`src/rtl/cla_serial_add_sequencer.sv`:
```
`default_nettype none
// ============================================================================
// Module   : cla_serial_add_sequencer
// Purpose  : Adds or subtracts two 4*NIBBLES-bit operands one nibble per clock
//            through a single shared 4-bit carry-lookahead slice, LSB first.
//            Reports carry-out and signed overflow with a one-cycle done pulse.
// Revision : 1.0 - initial release
// ============================================================================
module cla_serial_add_sequencer #(
  parameter int NIBBLES = 4
) (
  input  logic                   clk,
  input  logic                   rst_n,
  input  logic                   start,
  input  logic                   sub,
  input  logic [4*NIBBLES-1:0]   a,
  input  logic [4*NIBBLES-1:0]   b,
  output logic                   ready,
  output logic                   busy,
  output logic                   done,
  output logic [4*NIBBLES-1:0]   result,
  output logic                   cout,
  output logic                   overflow
);

  localparam int WIDTH = 4 * NIBBLES;
  localparam int IDXW  = (NIBBLES < 2) ? 1 : $clog2(NIBBLES + 1);
  localparam logic [IDXW-1:0] LAST_IDX = IDXW'(NIBBLES - 1);

  typedef enum logic [1:0] {
    IDLE = 2'd0,
    RUN  = 2'd1,
    DONE = 2'd2
  } state_t;

  state_t            state;
  state_t            state_nxt;
  logic [WIDTH-1:0]  a_r;
  logic [WIDTH-1:0]  b_r;
  logic              carry;
  logic [IDXW-1:0]   idx;
  logic              last;
  logic [3:0]        a_nib;
  logic [3:0]        b_nib;
  logic [3:0]        p;
  logic [3:0]        g;
  logic [4:0]        c;
  logic [3:0]        sum;

  assign last = (idx == LAST_IDX);

  // State register; reset aborts any operation in flight.
  always_ff @(posedge clk or negedge rst_n) begin
    if (!rst_n) state <= IDLE;
    else        state <= state_nxt;
  end

  // Next-state logic; handshake outputs are decoded from state only.
  always_comb begin
    state_nxt = state;
    ready     = 1'b0;
    busy      = 1'b0;
    done      = 1'b0;
    case (state)
      IDLE: begin
        ready = 1'b1;
        if (start) state_nxt = RUN;
      end
      RUN: begin
        busy = 1'b1;
        if (last) state_nxt = DONE;
      end
      DONE: begin
        done      = 1'b1;
        state_nxt = IDLE;
      end
      default: state_nxt = IDLE;
    endcase
  end

  // Select the operand nibbles addressed by idx with constant part-selects.
  always_comb begin
    a_nib = 4'h0;
    b_nib = 4'h0;
    for (int i = 0; i < NIBBLES; i++) begin
      if (idx == IDXW'(i)) begin
        a_nib = a_r[4*i +: 4];
        b_nib = b_r[4*i +: 4];
      end
    end
  end

  // Shared 4-bit slice: propagate/generate lookahead, no wide adder.
  assign p    = a_nib ^ b_nib;
  assign g    = a_nib & b_nib;
  assign c[0] = carry;
  assign c[1] = g[0] | (p[0] & c[0]);
  assign c[2] = g[1] | (p[1] & g[0]) | (p[1] & p[0] & c[0]);
  assign c[3] = g[2] | (p[2] & g[1]) | (p[2] & p[1] & g[0])
              | (p[2] & p[1] & p[0] & c[0]);
  assign c[4] = g[3] | (p[3] & g[2]) | (p[3] & p[2] & g[1])
              | (p[3] & p[2] & p[1] & g[0]) | (p[3] & p[2] & p[1] & p[0] & c[0]);
  assign sum  = p ^ c[3:0];

  // Operand capture, per-nibble result write-back and final flag capture.
  // On the last nibble c[3] is the carry into the MSB, so overflow is
  // c[3]^c[4]; both flags become visible together with done.
  always_ff @(posedge clk or negedge rst_n) begin
    if (!rst_n) begin
      a_r      <= '0;
      b_r      <= '0;
      carry    <= 1'b0;
      idx      <= '0;
      result   <= '0;
      cout     <= 1'b0;
      overflow <= 1'b0;
    end else if (state == IDLE && start) begin
      a_r    <= a;
      b_r    <= sub ? ~b : b;
      carry  <= sub;
      idx    <= '0;
      result <= '0;
    end else if (state == RUN) begin
      for (int i = 0; i < NIBBLES; i++) begin
        if (idx == IDXW'(i)) result[4*i +: 4] <= sum;
      end
      carry <= c[4];
      idx   <= idx + IDXW'(1);
      if (last) begin
        cout     <= c[4];
        overflow <= c[3] ^ c[4];
      end
    end
  end

endmodule
`default_nettype wire

```
`config.mk`:
```
export PLATFORM = sky130hd
export DESIGN_NAME = cla_serial_add_sequencer
export DESIGN_NICKNAME = d
export VERILOG_FILES = /design/src/rtl/cla_serial_add_sequencer.sv
export SDC_FILE = /design/constraint.sdc
export NUM_CORES = 1
export LEC_CHECK = 0
export ABC_CLOCK_PERIOD_IN_PS = 3000
export CAP_MARGIN = 20
export CORE_ASPECT_RATIO = 2
export CORE_MARGIN = 3
export CORE_UTILIZATION = 45
export CTS_CLUSTER_DIAMETER = 30
export DETAILED_ROUTE_END_ITERATION = 8
export GPL_TIMING_DRIVEN = 0
export PLACE_DENSITY = 0.73
export SLEW_MARGIN = 10
export SYNTH_ARGS = -nofsm -noshare
export SYNTH_HDL_FRONTEND = slang
export SYNTH_SLANG_ARGS = --single-unit
```
`constraint.sdc`:
```
create_clock -name clk -period 3 [get_ports clk]
set_input_delay 0.6 -clock clk [delete_from_list [all_inputs] [get_ports clk]]
set_output_delay 0.6 -clock clk [all_outputs]
set_load 0.01 [all_outputs]
```
### Word-level counts from Yosys, hierarchy flattened

Index checks and enable logic that the tools add are counted.

* bits in registers: 56
* input port bits: 36
* output and inout bits: 21
* logic and storage cells: 90

* add/subtract/negate cells: 1
* equal/unequal tests: 7
* multiplexer cells: 25
* bitwise gates (word level): 32
* reductions and logical operators: 14

Operators by type and width (count)
* 16-bit 2-to-1 mux: 3
* 4-bit 2-to-1 mux: 12
* 1-bit AND: 16
* 16-bit NOT: 1
* 1-bit OR: 10
* 2-bit AND reduction: 5
* 2-bit nonzero test: 5
* 4-bit bitwise XOR: 2
* 3-bit by 2-bit == test with 1-bit output, second input constant: 2
* 3-bit 2-to-1 mux: 2
* 1-bit 2-to-1 mux: 5
* 4-bit AND: 1
* 2-bit 2-to-1 mux: 2
* 2-bit inequality test, second input constant: 2
* 2-bit one-hot mux with 2 select lines: 1
* 3-bit by 1-bit adder with 3-bit output, second input constant: 1
* 3-bit by 1-bit == test with 1-bit output, second input constant: 1
* 3-bit logical NOT: 1
* 3-bit AND reduction: 1
* 2-bit by 1-bit == test with 1-bit output, second input constant: 1
* 2-bit == test, second input constant: 1
* 2-bit logical NOT: 1
* 1-bit logical AND: 1
* 1-bit NOT: 1
* 1-bit bitwise XOR: 1

### Logic depth before layout (Yosys ltp)

Gate-level depths: netlist of the first run.

* depth in word-level cells: 14
* depth in mapped cells: 12
* mapped depth without buffers: 11

### Worst setup path before layout of the first run

Ideal clock, no wire load.

* kind: register -> register
* start point: register idx[1]
* end point: register result[15]
* library setup time: 0.080 ns
* arrival time: 2.437 ns
* required time: 2.920 ns
* slack: 0.483 ns
* cell stages (with the launch flop): 13
* buffers on the path: 1
* period minus slack after synthesis: 2.517 ns
* path through: dfrtp_1 > inv_1 > ha_1 > buf_4 > and3b_1 > a21oi_1 > o21ai_0 > a22o_1 > ha_1 > a41oi_2 > o21ai_4 > and3_1 > nor3_2

* longest elaborated chain between the ends: 14
* elaborated cells between the ends (all ways): 28
* classes of those cells: 3 x eq/ne; 11 x mux; 11 x bitwise; 3 x reduce/logical

RTL lines
* start: declaration: line 41 `logic [IDXW-1:0] idx;`
* start signal: assignment: line 128 `idx <= idx + IDXW'(1);`
* 3-bit logical NOT: line 86 `if (idx == IDXW'(i)) begin`
* 4-bit 2-to-1 mux (4 in a row): line 86
* 4-bit bitwise XOR or 4-bit AND (tied branches): line 94, 95
* 1-bit AND (on tied branches): line 99, 100
* 1-bit OR (tied with other cells): line 99 `assign c[3] = g[2] | (p[2] & g[1]) | (p[2] & p[1] & g[0])`
* 1-bit OR or 1-bit AND (tied branches): line 99, 100
* 1-bit OR: line 100 `| (p[2] & p[1] & p[0] & c[0]);`
* 4-bit bitwise XOR: line 103 `assign sum = p ^ c[3:0];`
* 4-bit 2-to-1 mux: line 125 `if (idx == IDXW'(i)) result[4*i +: 4] <= sum;`
* 16-bit 2-to-1 mux: line 123 `end else if (state == RUN) begin`
* 16-bit 2-to-1 mux: line 117 `end else if (state == IDLE && start) begin`
* end signal: indexed assignment: line 125
* end: declaration: line 21 `output logic [4*NIBBLES-1:0] result,`

Parallel ways exist; a longest one is shown, timed or not. The select of a mux whose other input is x is not followed.
A chain may end at the register's enable or synchronous reset.

### Worst setup path in the final report of the first run

Ends and elaborated chain as after synthesis.

==> results of run 1 <==
[cell usage after synthesis, types with 2 or more instances]
library cell	n
a22oi_1	4
nor2_1	14
mux2i_1	10
clkbuf_1	6
nor3b_1	3
buf_4	5
xnor2_1	17
a21oi_1	9
inv_2	2
and3b_1	6
nor2b_1	2
dfrtp_1	56
o21ai_0	35
a22o_1	8
nand3_1	3
nand2_1	84
and4bb_1	3
o21ai_1	2
nor3_2	4
buf_2	5
and3_1	4
nor3_1	2
ha_1	10
buf_6	4
inv_1	6
[metal layers]
metal / vias to the layer above / track usage (%) / share of wire [%] / wire length, µm
li1: 1187 / - / - / -
met1: 1119 / 19.9 / 37 / 2510
met2: 53 / 36.0 / 56 / 3820
met3: 18 / 2.87 / 3.0 / 205
met4: 0 / 11.2 / 4.2 / 289
met5: - / 0 / 0 / 0
[layout make-up]
type	count	share of cell area (%)
multi-input combinational	234	38.1
sequential	56	36.5
timing repair buffer	56	14.9
buffer	20	3.42
clock buffer	6	3.36
tap	86	2.80
inverter	8	0.782
clock inverter	1	0.130
[cell families after synthesis]
group / Yosys count
fa+ha+maj: 11
xor+xnor: 17
buf+inv: 28
compound gates: 66
flops: 56
mux: 10
simple gates: 130
[final timing paths]
check | from | slack (ns) | end | cells past startpoint
worst min register to register | a_r[0] | 0.47 | a_r[0] | 2
worst max register to register | idx[1] | 0.16 | result[15] | 12
worst max-delay path | idx[1] | 0.16 | result[15] | 12
max in group asynchronous | rst_n | 2.05 | b_r[12] | 2
min in group clk | a_r[0] | 0.47 | a_r[0] | 2
worst min-delay path | rst_n | 0.37 | result[11] | 1
[per-stage QoR]
step | worst slack (ns) | TNS (ns)
6_report | 0.163 | 0
3_5_place_dp | 0.0411 | 0
4_1_cts | 0.0108 | 0
5_1_grt | 0.00996 | 0
2_1_floorplan | 0.483 | 0
3_3_place_gp | -0.359 | -19.88
[state kept, by name, indices dropped and copies added, names as in the netlist]
signal	flops
b_r	16
idx	3
cout	1
overflow	1
state	2
carry	1
a_r	16
result	16
[critical path, cell delays in order (launching register included)]
cell and delay (ns):
dfrtp_1 0.41, inv_1 0.14, ha_4 0.20, buf_4 0.18, and3b_1 0.18, a21oi_1 0.10, o21ai_0 0.14, a22o_1 0.21
ha_1 0.39, a41oi_2 0.28, o21ai_4 0.14, and3_1 0.21, nor3_2 0.16
[report_power, final]
| part | total, W | switching, W | internal (W) |
|---|---|---|---|
| clock | 0.000555 | 0.000251 | 0.000304 |
| sequential | 0.00129 | 0.000209 | 0.00108 |
| combinational | 0.00205 | 0.00116 | 0.000896 |
==> impl_metrics.tcl, run 1 <==
set metrics [dict create \
    outcome "complete, no violations" \
    insertion_delay_ns 0.29 \
    synth-edff-count 0 \
    crit_type "register to register" \
    p_leak_nw 1.78 \
    ff_latch_area_um2 1400 \
    clockRootBuffer "clkbuf_16" \
    hold_buffers 0 \
    final_common_cell "nand2_1" \
    synth_area_leader_cell "dfrtp_1" \
    routedWlPerCell_um 14.6 \
    cts_made_buffers 5 \
    ir_worst_vdd_mv 0.409 \
    min_path_type "input port to asynchronous set/reset pin" \
    cp-end-kind "register" \
    synthArstFlopShare_pct 100 \
    synth.avg_cell_area_um2 9.40 \
    core-area_um2 6360 \
    vias_per_cell 5.09 \
    area_growth_pct 28.5 \
    setup_violations 0 \
    fmax_mhz 352 \
    max_cap_violations 0 \
    antenna_found_initial 0 \
    final.min_clock_period_ns 2.84 \
    synth_area_leaders "dfrtp_1 (47%), nand2_1 (11%), o21ai_0 (5.9%)" \
    io-pin-count 57 \
    fin_crit_sh_pct 94.6 \
    rsz0062_at_grt "yes" \
    diodes 0 \
    synth-xor-area-share_pct 4.98 \
    firstDrtPassIters 4 \
    final_cells 467 \
    cts-resized-gates 0 \
    holdWs_ns 0.372 \
    dieArea_um2 7720 \
    place_area_um2 3670 \
    p_total_w 0.00390 \
    synthAdderAreaFrac_pct 4.86 \
    crit_fanout 10 \
    synth_top_family_by_area "simple AND/OR/NAND/NOR gates" \
    drive_above_1_share_pct 11.0 \
    rows 41 \
    start_util_pct 47.0 \
    synth-simple-area-share_pct 20.6 \
    fin_nets 428 \
    synth_mux_area_share_pct 3.35 \
    yosys_register_bits 56 \
    cts_setup_buffers 0 \
    p_per_area_nw_per_um2 1020 \
    overflow 0 \
    fin_util_pct 60.4 \
    wl_um 6820 \
    mostFrequentLayoutCells "nand2_1 (84), dfrtp_1 (55), clkdlybuf4s50_1 (54)" \
    tightest_slew_ns 0.760 \
    grt_max_degree 33 \
    clk_pin_slew_ns 0.07 \
    dp.cells 460 \
    hold_viol 0 \
    syn-cell-area_um2 2990 \
    syn_nets 365 \
    gp_routability_congestion 0.805 \
    cp.required_ns 3.22 \
    grt_pass1_vias 2378 \
    critPathLaunchType "register" \
    die_x_um 63.6 \
    seq_area_frac_synth_pct 46.9 \
    grt_pass1_wl_um 11400 \
    clock_skew_ns 0.00655 \
    cts_num_sinks 56 \
    dieHeight_um 121 \
    grtUsageTotal_pct 19.3 \
    final_area_um2 3840 \
    ys.flop_type "dfrtp_1" \
    cts_tree "yes" \
    final.fill_count 605 \
    critPathArrivalTime_ns 3.06 \
    multi_input_area_um2 1460 \
    synthDominantCellAreaShare_pct 46.9 \
    antenna_left 0 \
    drv_slew 0 \
    dpl.hpwl_um 5340 \
    htreeDepth 2 \
    slew_headroom_pct 49.3 \
    ys_warn_count 0 \
    num_vias 2377 \
    syn_inst 318 \
    drtIter0Drc 143 \
    yosysUniqueCellTypes 39 \
    synth_compound_area_share_pct 14.0 \
    drc 0 \
    place.port_buffers 55 \
    cts_max_path_buffers 2 \
]
Note: power is estimated with default switching activity, not from simulation.
==> inputs of run 2 (changes only) <==
--- a/config.mk
+++ b/config.mk
@@ -10,6 +10,7 @@
 export CORE_ASPECT_RATIO = 2
 export CORE_MARGIN = 3
 export CORE_UTILIZATION = 45
+export CTS_BUF_LIST = sky130_fd_sc_hd__clkbuf_16
 export CTS_CLUSTER_DIAMETER = 30
 export DETAILED_ROUTE_END_ITERATION = 8
 export GPL_TIMING_DRIVEN = 0
==> run 2 against run 1 <==
Net effect: via count rose by 0.13%; clock skew fell by 0.00099 ns; sequential power barely moved; register-to-register slack barely moved; combinational power barely moved; count of clock-buffer cells in the layout fell by 1; final cell count did not move; die area did not move; non-clock buffer count did not move; sequential cell count did not move; critical path depth did not move; critical endpoint unchanged; fmax did not move.
==> impl_metrics.tcl, run 2 (synthesis results as in run 1) <==
set metrics [dict create \
    setup_violations 0 \
    cts_max_path_buffers 2 \
    cp.required_ns 3.22 \
    die_x_um 63.6 \
    vias_per_cell 5.10 \
    fin_nets 428 \
    fin_crit_sh_pct 94.6 \
    place.port_buffers 55 \
    mostFrequentLayoutCells "nand2_1 (84), dfrtp_1 (55), clkdlybuf4s50_1 (54)" \
    cts_made_buffers 5 \
    p_per_area_nw_per_um2 1010 \
    critPathLaunchType "register" \
    io-pin-count 57 \
    r2r_start "idx[1]" \
    clockRootBuffer "clkbuf_16" \
    cts_num_sinks 56 \
    antenna_left 0 \
    crit_type "register to register" \
    dp.cells 460 \
    diodes 0 \
    grtUsageTotal_pct 19.3 \
    cts_tree "yes" \
    p_leak_nw 1.78 \
    area_growth_pct 28.5 \
    hold_buffers 0 \
    drv_slew 0 \
    dieHeight_um 121 \
    ir_worst_vdd_mv 0.411 \
    crit_start "idx[1]" \
    critPathArrivalTime_ns 3.06 \
    overflow 0 \
    grt_max_degree 33 \
    cp-end-kind "register" \
    drive_above_1_share_pct 11.0 \
    slew_headroom_pct 49.3 \
    rows 41 \
    grt_pass1_vias 2378 \
    largestRegisters "a_r: 16 flops, b_r: 16 flops, result: 16 flops" \
    rsz0062_at_grt "yes" \
    outcome "complete, no violations" \
    clock_skew_ns 0.00556 \
    routedWlPerCell_um 14.6 \
    max_cap_violations 0 \
    core-area_um2 6360 \
    wl_um 6820 \
    grt_pass1_wl_um 11400 \
    clk_pin_slew_ns 0.07 \
    crit_fanout 10 \
    drtIter0Drc 133 \
    start_util_pct 47.0 \
    htreeDepth 2 \
    insertion_delay_ns 0.29 \
    final_common_cell "nand2_1" \
    tightest_slew_ns 0.760 \
    hold_viol 0 \
    firstDrtPassIters 4 \
    num_vias 2380 \
    antenna_found_initial 0 \
    drc 0 \
    dpl.hpwl_um 5340 \
    fmax_mhz 352 \
    gp_routability_congestion 0.805 \
    final_cells 467 \
    min_path_type "input port to asynchronous set/reset pin" \
    dieArea_um2 7720 \
    fin_util_pct 60.4 \
    holdWs_ns 0.372 \
    final.min_clock_period_ns 2.84 \
]
==> run 2: layout make-up <==
type,instances,area [µm²]
Buffer,20,131
Fill cell,605,2520
Multi-Input combinational cell,234,1460
Tap cell,86,108
Clock inverter,2,8.76
Inverter,8,30.0
Timing Repair Buffer,56,573
Clock buffer,5,125
Sequential cell,56,1400
==> run 2: timing repair <==
| action | in CTS | in global routing |
|---|---|---|
| endpoints found under the setup margin | 0 | 12 |
| resized for setup | 0 | 10 |
| buffers inserted | 0 | 0 |
==> run 2: worst max-delay path, cell delays in order (launching register included) <==
cell and delay [ns]:
dfrtp_1 0.41, inv_1 0.14, ha_4 0.20, buf_4 0.18
and3b_1 0.18, a21oi_1 0.10, o21ai_0 0.14, a22o_1 0.21
ha_1 0.39, a41oi_2 0.28, o21ai_4 0.14, and3_1 0.21
nor3_2 0.16
==> run 2: worst paths after layout <==
kind | endpoint | slack [ns] | cells past startpoint
worst min register to register | a_r[0] | 0.47 | 2
worst min-delay path | result[11] | 0.37 | 1
max in group asynchronous | b_r[12] | 2.06 | 2
min in group clk | a_r[0] | 0.47 | 2
worst max-delay path | result[15] | 0.16 | 12
worst max register to register | result[15] | 0.16 | 12
==> run 2: where the power goes <==
| part | leakage [nW] | switching [W] | internal, W |
|---|---|---|---|
| sequential | 0.712 | 0.000209 | 0.00108 |
| combinational | 1.00 | 0.00116 | 0.000896 |
| clock | 0.0709 | 0.000252 | 0.000301 |
==> run 2: routing by layer <==
metal / share of wire [%] / track usage (%) / up-vias / wire, µm
li1: - / - / 1187 / -
met5: 0 / 0 / - / 0
met4: 4.2 / 11.2 / 0 / 289
met1: 37 / 19.9 / 1122 / 2500
met3: 3.0 / 2.87 / 18 / 205
met2: 56 / 36.0 / 53 / 3830
==> run 2: metrics by stage <==
step	worst slack [ns]	TNS (ns)	power, W	area [µm²]
floorplan	0.483	0	0.00263	2990
global placement	-0.359	-19.88	0.00324	3650
detailed placement	0.0411	0	0.00331	3670
CTS	0.0108	0	0.00387	3800
global route	0.00996	0	0.00423	3840
finish	0.163	0	0.00390	3840
==> inputs of run 3 (changes only) <==
--- a/config.mk
+++ b/config.mk
@@ -15,7 +15,7 @@
 export DETAILED_ROUTE_END_ITERATION = 8
 export GPL_TIMING_DRIVEN = 0
 export PLACE_DENSITY = 0.73
-export SLEW_MARGIN = 10
+export SLEW_MARGIN = 20
 export SYNTH_ARGS = -nofsm -noshare
 export SYNTH_HDL_FRONTEND = slang
 export SYNTH_SLANG_ARGS = --single-unit
==> run 3 against run 2 <==
Net effect: clock skew is 0.00057 ns higher; register-to-register slack about the same; final cell count unchanged; hold slack lost 0.029 ns; routed wire length decreased by 0.31%; core utilization shrank 0.65 points; critical path depth stayed put; worst setup slack better by 0.014 ns; clock power barely moved; count of clock-buffer cells in the layout unchanged; sequential power about the same; critical path type unchanged.
==> impl_metrics.tcl, run 3 (synthesis results as in run 1) <==
set metrics [dict create \
    start_util_pct 47.0 \
    slew_headroom_pct 52.8 \
    clockRootBuffer "clkbuf_16" \
    place.port_buffers 55 \
    drive_above_1_share_pct 9.97 \
    fin_util_pct 59.7 \
    critPathBufInv 3 \
    die_x_um 63.6 \
    final_cells 467 \
    pwr-share-seq_pct 33.4 \
    dieHeight_um 121 \
    grt_pass1_vias 2417 \
    io-pin-count 57 \
    outcome "complete, no violations" \
    largestRegisters "a_r: 16 flops, b_r: 16 flops, result: 16 flops" \
    cts_tree "yes" \
    wl_um 6800 \
    cp-end-kind "register" \
    antenna_left 0 \
    hold_viol 0 \
    clock_skew_ns 0.00613 \
    final_common_cell "nand2_1" \
    setup_violations 0 \
    dpl.hpwl_um 5240 \
    worst_path_max_delay_cell "dfrtp_1" \
    insertion_delay_ns 0.30 \
    max_cap_violations 0 \
    area_growth_pct 27.1 \
    dp.cells 459 \
    p_leak_nw 1.76 \
    vias_per_cell 5.13 \
    fin_crit_sh_pct 94.1 \
    drc 0 \
    crit_fanout 10 \
    cts_num_sinks 56 \
    mostFrequentLayoutCells "nand2_1 (84), dfrtp_1 (56), clkdlybuf4s50_1 (54)" \
    drv_slew 0 \
    grt_pass1_wl_um 11500 \
    cts_max_path_buffers 2 \
    critPathLaunchType "register" \
    drtIter0Drc 160 \
    ir_worst_vdd_mv 0.557 \
    routedWlPerCell_um 14.6 \
    grt_max_degree 57 \
    fin_nets 427 \
    tightest_slew_ns 0.708 \
    grtUsageTotal_pct 19.4 \
    diodes 0 \
    antenna_found_initial 0 \
    final_area_um2 3800 \
    htreeDepth 2 \
    crit_family "compound AO/OA/AOI/OAI gates" \
    place_area_um2 3640 \
    core-area_um2 6360 \
    final.min_clock_period_ns 2.82 \
    crit_type "register to register" \
    p_per_area_nw_per_um2 1020 \
    internal-power_w 0.00226 \
    overflow 0 \
    comb_power_share_pct 52.2 \
    min_path_type "input port to asynchronous set/reset pin" \
    gp_routability_congestion 0.805 \
    clk_pin_slew_ns 0.07 \
    critPathArrivalTime_ns 3.01 \
    clock_power_share_pct 14.4 \
    dieArea_um2 7720 \
    fmax_mhz 354 \
    rows 41 \
    num_vias 2394 \
    cpMostUsedCell "ha_2" \
    cp_cell_sequence "inv_1 > ha_2 > buf_4 > and3b_1 > a21oi_1 > o21ai_0 > a22o_1 > ha_2 > inv_2 > o21ai_4 > mux2i_1 > o21ai_1" \
    netSwitchingFraction_pct 41.5 \
    max_stage_delay_ns 0.40 \
    p_sw_w 0.00160 \
    cts_made_buffers 5 \
    cp.required_ns 3.18 \
    firstDrtPassIters 4 \
]
## run 3: path summary, 6_finish.rpt
| path | endpoint | slack, ns | cells after the start | from |
|---|---|---|---|---|
| max reg2reg | overflow | 0.18 | 12 | idx[1] |
| max | overflow | 0.18 | 12 | idx[1] |
| min reg2reg | a_r[9] | 0.47 | 2 | a_r[9] |
| min in group clk | a_r[9] | 0.47 | 2 | a_r[9] |
| min | idx[1] | 0.34 | 1 | rst_n |
| max in group asynchronous | b_r[15] | 2.18 | 1 | rst_n |
## run 3: area by class of cell
cell class	instances	area [µm²]
buffer	20	131
sequential	56	1400
clock buffer	5	125
tap	86	108
timing repair buffer	55	548
fill	617	2560
multi-input combinational	234	1450
inverter	8	30.0
clock inverter	3	11.3
## run 3: metrics by stage
stage	setup TNS (ns)	power (W)	setup slack [ns]	hold slack, ns
after detailed placement	0	0.00330	0.0474	0.458
after global placement	-19.88	0.00324	-0.359	0.454
final	0	0.00386	0.177	0.343
after CTS	0	0.00387	0.0213	0.376
after global routing	-0.00289	0.00420	-0.00289	0.398
after floorplan	0	0.00263	0.483	0.304
## run 3: worst reg2reg max path: stages, from the launching register on
cell and delay [ns]:
dfrtp_1 0.40, inv_1 0.11, ha_2 0.27, buf_4 0.20, and3b_1 0.18, a21oi_1 0.10
o21ai_0 0.14, a22o_1 0.22, ha_2 0.39, inv_2 0.09, o21ai_4 0.30, mux2i_1 0.23
o21ai_1 0.07
## run 3: power groups by stage
| stage | clock, W | sequential (W) | combinational [W] |
|---|---|---|---|
| 6_report | 0.000554 | 0.00129 | 0.00202 |
| 5_1_grt | 0.000603 | 0.00134 | 0.00226 |
| 4_1_cts | 0.000571 | 0.00129 | 0.00201 |
| 3_5_place_dp | 0 | 0.00130 | 0.00200 |
| 3_3_place_gp | 0 | 0.00129 | 0.00195 |
| 2_1_floorplan | 0 | 0.00128 | 0.00135 |
## run 3: metal layers
metal | GRT usage [%] | vias to the layer above | wire, µm
met1 | 20.1 | 1126 | 2390
met5 | 0 | - | 0
met2 | 35.8 | 59 | 3870
met4 | 11.2 | 0 | 306
li1 | - | 1189 | -
met3 | 3.34 | 20 | 231
## run 3: timing repair
| item | in CTS | in global routing |
|---|---|---|
| endpoints found under the setup margin | 0 | 12 |
| hold buffers | 0 | 0 |
| gates resized for setup | 0 | 7 |
| setup buffers | 0 | 0 |
==> RTL edit (config.mk and constraints of run 1) <==
Register the output `overflow` once more; this adds one clock of latency there. The other outputs are not delayed to match. Comments in the files are not updated.
--- a/src/rtl/cla_serial_add_sequencer.sv
+++ b/src/rtl/cla_serial_add_sequencer.sv
@@ -32,6 +32,8 @@
     RUN  = 2'd1,
     DONE = 2'd2
   } state_t;
+
+  logic overflow_s0;
 
   state_t            state;
   state_t            state_nxt;
@@ -113,7 +115,7 @@
       idx      <= '0;
       result   <= '0;
       cout     <= 1'b0;
-      overflow <= 1'b0;
+      overflow_s0 <= 1'b0;
     end else if (state == IDLE && start) begin
       a_r    <= a;
       b_r    <= sub ? ~b : b;
@@ -128,9 +130,13 @@
       idx   <= idx + IDXW'(1);
       if (last) begin
         cout     <= c[4];
-        overflow <= c[3] ^ c[4];
+        overflow_s0 <= c[3] ^ c[4];
       end
     end
+  end
+
+  always_ff @(posedge clk) begin
+    overflow <= overflow_s0;
   end
 
 endmodule
Check against the original RTL: not equivalent (a bounded check fails within 10 cycles, from zero or initial values and one cycle with rst_n low).
==> RTL edit against run 1 <==
- synthesized area up 0.67%
- wire length up 1.3%
- utilization up 2.1 points
- total power up 12%
- die area up 0.62%
- clock skew about the same
- final area up 4.3%
- setup slack worse by 0.0043 ns
- sequential cell count up 1
- global-route usage up 0.14 points
- hold slack worse by 0.14 ns
- largest cell class unchanged
- highest routed layer unchanged
==> RTL edit: results (changes against run 1) <==
| Metric | Value |
|---|---|
| Final HPWL DP | `5.393 mm (was 5.341 mm)` |
| Lkg Pwr | `1.858 nW (was 1.779 nW)` |
| Clock skew | `0.006676 ns (was 0.006545 ns)` |
| Clock slew at reported path FFs | `0.05 ns (was 0.07 ns)` |
| Iteration-0 DRC Markers | `102 (was 143)` |
| CTS buffer count | `9 (was 5)` |
| Asr flop ratio synth | `98.25% (was 100.0%)` |
| Final GP Congestion | `0.7921 (was 0.8047)` |
| M1 WL | `2.456 mm (was 2.507 mm)` |
| Fill cells | `564 (was 605)` |
| Largest net degree at the start of global routing | `37 (was 33)` |
| Clkbuf count | `14 (was 6)` |
| Worst IR drop on VDD | `464.1 uV (was 408.7 uV)` |
| Placed cell areas | `0.003682 mm^2 (was 0.003670 mm^2)` |
| Non-clock buffer share of cell area | `17.39% (was 18.34%)` |
| Sw Ratio | `38.42% (was 41.45%)` |
| Met1 Use GR | `19.71% (was 19.90%)` |
| DR vias/cell | `5.094 (was 5.090)` |
| Synth top area cells | `dfrtp_1 (47%), nand2_1 (10%), o21ai_0 (5.8%) (was dfrtp_1 (47%), nand2_1 (11%), o21ai_0 (5.9%))` |
| FF/Latch Area | `0.001421 mm^2 (was 0.001403 mm^2)` |
| Status | `completed (unchanged)` |
| Htree depth | `3 (was 2)` |
| Reg-to-reg endpoint | `carry$_DFFE_PN0P_ (was result[15]$_DFFE_PN0P_)` |
| Fraction of layout cells with a size suffix above 1 | `11.51% (was 11.02%)` |
| Compound-Gate Fraction of Synth Area | `13.89% (was 13.98%)` |
| Post-synthesis sequential area ratio | `47.23% (was 46.88%)` |
| Rel. slew slack | `67.70% (was 49.34%)` |
| Number of global-route vias before repair | `2446 (was 2378)` |
| Met2 WL | `3.939 mm (was 3.816 mm)` |
==> RTL edit: worst max-delay path, cell delays in order, from the launching register on <==
cell,delay (ns)
dfrtp_1,0.40
inv_1,0.14
ha_4,0.20
buf_4,0.18
and3b_1,0.18
a21oi_1,0.11
o21ai_0,0.13
a22o_1,0.22
ha_1,0.39
a41oi_2,0.29
o21ai_4,0.14
a21oi_1,0.22
o211ai_1,0.11
==> RTL edit: kinds of logic (layout without fill, tap and decap cells) <==
group | after synthesis | after routing
XOR/XNOR | 17 | 17
multiplexers | 10 | 10
AND/OR/NAND/NOR | 130 | 130
buffers and inverters | 28 | 100
adder cells (fa/ha/maj) | 11 | 11
AO/OA/AOI/OAI | 66 | 66
flip-flops | 57 | 57
==> RTL edit: stage by stage <==
| stage | worst slack [ns] | hold WS, ns | TNS (ns) | cells | util (%) |
|---|---|---|---|---|---|
| 6_report | 0.1586 | 0.2355 | 0 | 477 | 62.50 |
| 5_1_grt | 0.008255 | 0.2643 | 0 | 477 | 62.50 |
| 4_1_cts | 0.07615 | 0.2456 | 0 | 477 | 62.28 |
| 3_5_place_dp | 0.009211 | 0.3691 | 0 | 461 | 57.42 |
| 3_3_place_gp | -0.3794 | 0.3537 | -21.06 | 460 | 57.19 |
| 2_1_floorplan | 0.4829 | 0.3044 | 0 | 319 | - |
==> RTL edit: power by group through the flow <==
stage / clock, W / combinational (W) / sequential, W
floorplan: 0 / 0.00135 / 0.00130
global placement: 0 / 0.00196 / 0.00131
detailed placement: 0 / 0.00202 / 0.00132
CTS: 0.00105 / 0.00204 / 0.00131
global route: 0.00109 / 0.00227 / 0.00136
finish: 0.00103 / 0.00203 / 0.00132
==> RTL edit: repair_timing <==
action                     in CTS  in global routing
gates resized for setup         1                  4
hold endpoints to repair        0                  0
setup endpoints to repair       2                  7
cloned                          0                  0
